$ cat src/rtl/sys_bus_bridge.sv
// CPU data-port bridge: decodes one registered request to data memory, a
// fixed-stride peripheral window or the interrupt-controller register pair.
module sys_bus_bridge #(
    parameter int unsigned NUM_DEV    = 4,
    parameter logic [31:0] DEV_BASE   = 32'h7f00,
    parameter logic [31:0] DEV_STRIDE = 32'h10,
    parameter logic [31:0] DEV_SPAN   = 32'd12,
    parameter logic [31:0] INT_BASE   = 32'h7f80,
    parameter int unsigned TIMEOUT    = 15
) (
    input  logic                    clk,
    input  logic                    reset,
    input  logic                    cpu_req,
    input  logic [31:0]             cpu_addr,
    input  logic [31:0]             cpu_wdata,
    input  logic [3:0]              cpu_byteen,
    output logic                    cpu_ack,
    output logic [31:0]             cpu_rdata,
    output logic                    cpu_err,
    output logic [31:0]             mem_addr,
    output logic [31:0]             mem_wdata,
    output logic [3:0]              mem_byteen,
    input  logic [31:0]             mem_rdata,
    output logic [31:0]             dev_addr,
    output logic [31:0]             dev_wdata,
    output logic [NUM_DEV-1:0]      dev_we,
    output logic [NUM_DEV-1:0]      dev_re,
    input  logic [32*NUM_DEV-1:0]   dev_rdata,
    input  logic [NUM_DEV-1:0]      dev_ready,
    input  logic [NUM_DEV-1:0]      dev_irq,
    output logic                    int_req
);

    localparam int unsigned CW          = $clog2(TIMEOUT + 2);
    localparam logic [CW-1:0] TO_VAL    = CW'(TIMEOUT);
    localparam logic [31:0] DEV_END_OFS = 32'(NUM_DEV) * DEV_STRIDE;

    typedef enum logic [1:0] {S_IDLE, S_ACCESS, S_RESP} state_t;
    typedef enum logic [1:0] {T_MEM, T_DEV, T_INTC, T_UNMAP} tgt_t;

    state_t               state, state_n;
    tgt_t                 dec_tgt, lat_tgt;
    logic [NUM_DEV-1:0]   dec_oh, lat_oh;
    logic [31:0]          dev_ofs;
    logic [31:0]          lat_addr, lat_wdata;
    logic [3:0]           lat_be;
    logic [CW-1:0]        cnt, cnt_n;
    logic [31:0]          resp_data, resp_data_n;
    logic                 resp_err, resp_err_n;
    logic [NUM_DEV-1:0]   mask, mask_n, pend, pend_clr;
    logic [31:0]          sel_rdata;
    logic                 sel_ready;
    logic                 is_write, full_word;

    // Address decode on the incoming request; result is latched with it.
    always_comb begin
        dev_ofs = cpu_addr - DEV_BASE;
        dec_oh  = '0;
        dec_tgt = T_UNMAP;
        if (cpu_addr < DEV_BASE) begin
            dec_tgt = T_MEM;
        end else if (dev_ofs < DEV_END_OFS) begin
            for (int unsigned i = 0; i < NUM_DEV; i++) begin
                if (dev_ofs >= 32'(i) * DEV_STRIDE &&
                    dev_ofs <  32'(i) * DEV_STRIDE + DEV_SPAN)
                    dec_oh[i] = 1'b1;
            end
            if (dec_oh != '0)
                dec_tgt = T_DEV;
        end else if (cpu_addr == INT_BASE || cpu_addr == INT_BASE + 32'd4) begin
            dec_tgt = T_INTC;
        end
    end

    always_comb begin
        sel_rdata = '0;
        for (int unsigned i = 0; i < NUM_DEV; i++) begin
            if (lat_oh[i])
                sel_rdata = sel_rdata | dev_rdata[32*i +: 32];
        end
        sel_ready = |(dev_ready & lat_oh);
    end

    assign is_write  = (lat_be != 4'b0000);
    assign full_word = (lat_be == 4'b1111);

    always_comb begin
        state_n     = state;
        cnt_n       = cnt;
        resp_data_n = resp_data;
        resp_err_n  = resp_err;
        mask_n      = mask;
        pend_clr    = '0;
        dev_we      = '0;
        dev_re      = '0;
        mem_byteen  = '0;
        case (state)
            S_IDLE: begin
                if (cpu_req)
                    state_n = S_ACCESS;
            end
            S_ACCESS: begin
                case (lat_tgt)
                    T_MEM: begin
                        mem_byteen  = lat_be;
                        resp_data_n = mem_rdata;
                        resp_err_n  = 1'b0;
                        state_n     = S_RESP;
                    end
                    T_DEV: begin
                        if (is_write && !full_word) begin
                            resp_data_n = '0;
                            resp_err_n  = 1'b1;
                            state_n     = S_RESP;
                        end else begin
                            if (is_write)
                                dev_we = lat_oh;
                            else
                                dev_re = lat_oh;
                            // Timeout is judged on the count reached so far,
                            // so TIMEOUT+1 strobe cycles precede the error.
                            if (sel_ready) begin
                                resp_data_n = is_write ? '0 : sel_rdata;
                                resp_err_n  = 1'b0;
                                cnt_n       = '0;
                                state_n     = S_RESP;
                            end else if (cnt == TO_VAL) begin
                                resp_data_n = '0;
                                resp_err_n  = 1'b1;
                                cnt_n       = '0;
                                state_n     = S_RESP;
                            end else begin
                                cnt_n = cnt + 1'b1;
                            end
                        end
                    end
                    T_INTC: begin
                        resp_data_n = '0;
                        resp_err_n  = 1'b0;
                        if (is_write && !full_word) begin
                            resp_err_n = 1'b1;
                        end else if (is_write) begin
                            if (lat_addr == INT_BASE)
                                mask_n = lat_wdata[NUM_DEV-1:0];
                            else
                                pend_clr = lat_wdata[NUM_DEV-1:0];
                        end else begin
                            resp_data_n = (lat_addr == INT_BASE) ? 32'(mask) : 32'(pend);
                        end
                        state_n = S_RESP;
                    end
                    default: begin
                        resp_data_n = '0;
                        resp_err_n  = 1'b1;
                        state_n     = S_RESP;
                    end
                endcase
            end
            S_RESP: begin
                state_n = S_IDLE;
            end
            default: begin
                state_n = S_IDLE;
            end
        endcase
    end

    always_ff @(posedge clk) begin
        if (!reset) begin
            state     <= S_IDLE;
            lat_addr  <= '0;
            lat_wdata <= '0;
            lat_be    <= '0;
            lat_tgt   <= T_MEM;
            lat_oh    <= '0;
            cnt       <= '0;
            resp_data <= '0;
            resp_err  <= 1'b0;
            mask      <= '0;
            pend      <= '0;
            int_req   <= 1'b0;
        end else begin
            state     <= state_n;
            cnt       <= cnt_n;
            resp_data <= resp_data_n;
            resp_err  <= resp_err_n;
            mask      <= mask_n;
            // A new interrupt overrides a clear of the same bit.
            pend      <= (pend & ~pend_clr) | dev_irq;
            int_req   <= |(pend & mask);
            if (state == S_IDLE && cpu_req) begin
                lat_addr  <= cpu_addr;
                lat_wdata <= cpu_wdata;
                lat_be    <= cpu_byteen;
                lat_tgt   <= dec_tgt;
                lat_oh    <= dec_oh;
            end
        end
    end

    assign cpu_ack   = (state == S_RESP);
    assign cpu_rdata = resp_data;
    assign cpu_err   = resp_err;
    assign mem_addr  = lat_addr;
    assign mem_wdata = lat_wdata;
    assign dev_addr  = lat_addr;
    assign dev_wdata = lat_wdata;

endmodule

$ cat config.mk
export PLATFORM = sky130hd
export DESIGN_NAME = sys_bus_bridge
export DESIGN_NICKNAME = d
export VERILOG_FILES = /design/src/rtl/sys_bus_bridge.sv
export SDC_FILE = /design/constraint.sdc
export NUM_CORES = 1
export LEC_CHECK = 0
export BUFFER_PORTS_ARGS = -buffer_cell sky130_fd_sc_hd__buf_2
export CAP_MARGIN = 20
export CORE_AREA = 3 3 158 160
export CTS_CLUSTER_DIAMETER = 50
export DETAILED_ROUTE_END_ITERATION = 8
export DIE_AREA = 0 0 161 163
export GPL_TIMING_DRIVEN = 0
export SYNTH_ARGS = -nofsm -noshare
export SYNTH_HDL_FRONTEND = slang
export SYNTH_SLANG_ARGS = --single-unit
$ cat constraint.sdc
create_clock -name clk -period 2.8 [get_ports clk]
set_input_delay 0.28 -clock clk [delete_from_list [all_inputs] [get_ports clk]]
set_output_delay 0.28 -clock clk [all_outputs]
set_load 0.02 [all_outputs]
* After elaboration in Yosys (flattened, before gate mapping)
Index checks and enable logic that the tools add are counted.
** Word-level totals
- Output and inout port bits :: 175
- Input bits :: 239
- Logic and storage cells :: 121
- Register bits :: 123
** Operators by class
- Bitwise operators :: 9
- Add/subtract/negate cells :: 2
- Reduce and logical (&&, ||, !) cells :: 18
- Order comparisons :: 10
- Mux-type cells :: 58
- Equal/unequal tests :: 12
** Operators with widths (number)
- 32-bit two-way mux :: 8
- 32-bit by 15-bit == test with 1-bit output, second input constant :: 3
- 32-bit bitwise OR :: 3
- 32-bit one-hot mux with 3 select lines :: 1
- 4-bit two-way mux :: 20
- 32-bit by 6-bit greater-or-equal comparator with 1-bit output, second input constant :: 2
- 32-bit by 6-bit < comparator with 1-bit output, second input constant :: 2
- 32-bit by 1-bit greater-or-equal comparator with 1-bit output, second input constant :: 1
- 32-bit by 5-bit greater-or-equal comparator with 1-bit output, second input constant :: 1
- 32-bit by 15-bit < comparator with 1-bit output, second input constant :: 1
- 32-bit by 4-bit < comparator with 1-bit output, second input constant :: 1
- 32-bit by 5-bit < comparator with 1-bit output, second input constant :: 1
- 32-bit by 7-bit < comparator with 1-bit output, second input constant :: 1
- 32-bit by 15-bit subtractor with 32-bit output, second input constant :: 1
- 1-bit two-way mux :: 17
- 2-bit two-way mux :: 8
- 4-bit AND :: 3
- 5-bit two-way mux :: 2
- 4-bit nonzero test :: 2
- 4-bit OR reduction :: 2
- 1-bit logical AND :: 6
- 5-bit by 1-bit adder with 5-bit output, second input constant :: 1
- 5-bit by 4-bit == test with 1-bit output, second input constant :: 1
- 5-bit inequality test, second input constant :: 1
- other kinds (16) :: 20

* Longest topological paths before layout
- Depth in word-level cells :: 11
- Mapped depth :: 10
- Depth with buffers taken out :: 8

* Worst setup path after synthesis
No wires, ideal clock.
- Path type :: register -> register
- Start point :: register lat_addr[17] (netlist: dev_addr[17])
- End point :: register resp_data[2] (netlist: cpu_rdata[2])
- Data required time :: 2.684 ns
- Setup time :: 0.116 ns
- Path buffers :: 0
- Data arrival time :: 2.070 ns
- Path slack :: 0.614 ns
- Stages on the path, launching flop included :: 8
- Period minus slack after synthesis :: 2.186 ns
- Path through :: dfxtp_1 nor4_1 nand4_1 nor4_4 mux2_2 a221oi_1 nand2_1 o211a_1
** Between the ends
- Word-level cells in the longest chain between the ends :: 5
** RTL lines
- start, declared :: RTL line 45 : logic [31:0] lat_addr, lat_wdata;
- start signal, assigned :: RTL line 192 : lat_addr <= cpu_addr;
- 32-bit by 15-bit == test with 1-bit output :: RTL line 148 : resp_data_n = (lat_addr == INT_BASE) ? 32'(mask) : 32'(pend);
- 4-bit two-way mux :: RTL line 148
- 4-bit two-way mux :: RTL line 142 : end else if (is_write) begin
- 4-bit two-way mux :: RTL line 140 : if (is_write && !full_word) begin
- 32-bit one-hot mux with 3 select lines :: RTL line 103 : case (lat_tgt)
- end signal, assigned :: RTL line 185 : resp_data <= resp_data_n;
- end, declared :: RTL line 48 : logic [31:0] resp_data, resp_data_n;
Every way passes these cells.
A chain may end at the register's enable or synchronous reset.

* Final worst setup path
- Start point :: register lat_oh[3]
- End point :: register resp_data[3] (netlist: cpu_rdata[3])
** Between the ends
- Word-level cells in the longest chain between the ends :: 5
- Elaborated cells on any way between the ends :: 9
- Classes of those cells :: eq/ne: 1; mux: 5; bitwise: 1; reduce/logical: 2
** RTL lines
- start, declared :: RTL line 43 : logic [NUM_DEV-1:0] dec_oh, lat_oh;
- start signal, assigned :: RTL line 196 : lat_oh <= dec_oh;
- 4-bit AND or 32-bit two-way mux (tied branches) :: RTL line 81, 78
- 4-bit OR reduction or 32-bit two-way mux (tied branches) :: RTL line 81, 123
- 32-bit two-way mux :: RTL line 122 : if (sel_ready) begin
- 32-bit two-way mux :: RTL line 111 : if (is_write && !full_word) begin
- 32-bit one-hot mux with 3 select lines :: RTL line 103
Parallel ways exist; a longest one is shown, timed or not.

==> impl_metrics.tcl <==
set metrics [dict create \
    dp_hpwl_um 24100 \
    max_stage_delay_ns 0.44 \
    gp_congestion 0.856 \
    hold_path.class "in -> reg" \
    viasPerCell 4.96 \
    synthTopCellsByArea "dfxtp_1 36%, nand2_1 10%, a21boi_0 7.5%" \
    rsz0062_at_grt "no" \
    ys_warn_count 0 \
    synth-seq-cells 123 \
    num_rows 56 \
    start_kind "register" \
    first_iter_violations 574 \
    synth_edf_count 0 \
    timing.final.crit_share_pct 96.1 \
    dr.pass1.iters 5 \
    antenna_found_initial 4 \
    start_util_pct 29.3 \
    worstSetupPathType "reg -> reg" \
    cts-htree-levels 4 \
    die_area_mm2 0.0262 \
    fp.dieH_um 163 \
    yosysMostFrequentCell "nand2_1" \
    clk_pin_slew_ns 0.06 \
    vdd_drop_max_v 0.000312 \
    clock_latency_ns 0.42 \
    overflow 0 \
    r2r_slack_ns 0.11 \
    holdBufCountCts 0 \
    tritoncts "built" \
    worstPathMaxFanout 10 \
    port_buffers 412 \
    period_needed_ns 2.69 \
    vias 8060 \
    critPathSlowestCell "a221oi_4" \
    area_delta_synth_final_pct 45.9 \
    synth_largest_area_cell "dfxtp_1" \
    p_leak_nw 4.94 \
    fin_util_pct 42.7 \
    wl_per_cell_um 18.7 \
    max_slew_margin_pct 49.4 \
    root_buffer "clkbuf_16" \
    synth-seq-area-share_pct 35.7 \
    cp_cell_sequence "clkbuf_1, a221oi_4, or3_1, clkbuf_1, buf_2, a21oi_1, a221oi_1, nand2_1, o211a_1" \
    drc_errors 0 \
    drive_gt1_share_pct 41.6 \
    final-instance-count-excl-fill 1625 \
    ys_async_sr_fraction_pct 0 \
    synthDominantCellAreaShare_pct 35.7 \
    fmax_mhz 372 \
    ant_nets 0 \
    setup_viol 0 \
    fin_nets 1530 \
    cts_sinks 123 \
    worstMarginPinSlew_ns 0.760 \
    p_per_area_mw_per_mm2 549 \
    fin_skew_ns 0.00742 \
    routed_wirelength_um 30400 \
    cp_top_family "compound AO/OA/AOI/OAI gates" \
    core_mm2 0.0235 \
    synth_commonest_cells "186 x nand2_1, 123 x dfxtp_1, 69 x a21boi_0" \
    gr-usage-all-layers_pct 22.1 \
    crit_arrival_ns 3.00 \
    cp_num_buf_inv 3 \
    fill_cells 2478 \
    ctsLongestPathBuffers 2 \
    grt_pass1_wl_um 45000 \
    numCtsBuffers 17 \
    syn_area_per_cell_um2 8.06 \
    syn_area_mm2 0.00689 \
    first_global_vias 7627 \
    end_kind "register" \
    finalMaxSlewViolations 0 \
    ios 414 \
    grt_start_max_net_pins 17 \
    final_hold_viol_count 0 \
    drv_cap 0 \
    synth.distinct_cells 69 \
    cp_common_cell "clkbuf_1" \
    synth_flop_cell "dfxtp_1" \
    required_ns 3.11 \
    die_w_um 161 \
    dp_cells 1586 \
    syn-num-nets 1096 \
    syn_inst 855 \
    outcome "finished, final reports clean" \
]
placed cells by master (no fill, tap or decap), types with 17 or more instances in the layout:
cell type,instances
buf_2,421
nand2_1,186
dfxtp_1,123
a21boi_0,69
a21oi_1,68
buf_4,68
a22oi_1,67
clkbuf_1,48
o211a_1,32
nor2_1,19
clkbuf_16,17
worst paths after layout:
path	endpoint	depth (start not counted)	from
worst max-delay path	cpu_rdata[3]$_SDFFE_PN0P_	9	lat_oh[3]$_SDFFE_PN0P_
worst min-delay path	pend[1]$_SDFF_PN0_	3	dev_irq[1]
worst max register to register	cpu_rdata[3]$_SDFFE_PN0P_	9	lat_oh[3]$_SDFFE_PN0P_
worst min register to register	cnt[4]$_SDFFE_PN0P_	2	cnt[4]$_SDFFE_PN0P_
worst min-delay path: stages:
cell and delay [ns]:
buf_2 0.08, a21oi_1 0.03, nor2b_1 0.09
report_power, final:
part           switching, mW  total, mW  internal [mW]
clock                  0.851       2.44           1.59
combinational          0.648       1.11          0.464
sequential             0.102       1.97           1.87
per-layer routing:
metal  global-route usage [%]  share of wire [%]  vias to the layer above
met2                     38.2                 50                      343
met4                     6.06                1.7                        0
li1                         -                  -                     3888
met1                     27.7                 42                     3801
met3                     4.96                7.0                       28
met5                        0                  0                        -
area by class of cell:
class	count	area, µm²	area share, %
clock buffer	23	488	4.85
antenna	4	10.0	0.0996
multi-input combinational	602	3660	36.4
sequential	123	2460	24.5
clock inverter	9	159	1.58
tap	319	399	3.97
buffer	125	766	7.62
timing repair buffer	416	2090	20.8
inverter	4	15.0	0.149
metrics by stage:
stage | TNS [ns] | hold slack [ns] | power (mW) | cell area (µm²) | worst slack (ns)
finish | 0 | 0.0922 | 5.52 | 10100 | 0.109
global route | 0 | 0.0940 | 5.76 | 10100 | 0.0141
CTS | -0.0109 | 0.0785 | 5.58 | 10000 | -0.0109
detailed placement | -0.180 | 0.437 | 3.12 | 9350 | -0.180
global placement | -0.161 | 0.422 | 3.11 | 9350 | -0.161
floorplan | 0 | 0.382 | 2.61 | 6890 | 0.614
kinds of logic (layout without fill, tap and decap cells):
kind of cell             after synthesis  after routing  share of synthesized area [%]
AO/OA/AOI/OAI                        277            277                           29.0
multiplexers                          10             10                           1.54
adder cells (fa/ha/maj)                2              2                          0.363
flip-flops                           123            123                           35.7
XOR/XNOR                               4              4                          0.509
AND/OR/NAND/NOR                      309            309                           21.5
other                                  0              4                              0
buffers and inverters                130            577                           11.4
registers in the layout, summed over array words and instances, names as in the netlist:
signal	flops
lat_oh	4
cpu_rdata	32
cnt	5
dev_addr	32
lat_be	4
mask	4
int_req	1
cpu_err	1
pend	4
lat_tgt	2
state	2
dev_wdata	32
repair_timing:
item | CTS | global route
pin swaps | 1 | 1
buffers inserted | 2 | 2
cloned | 0 | 0
resized for setup | 2 | 1
setup endpoints to repair | 7 | 2
Note: power is estimated with default switching activity, not from simulation.
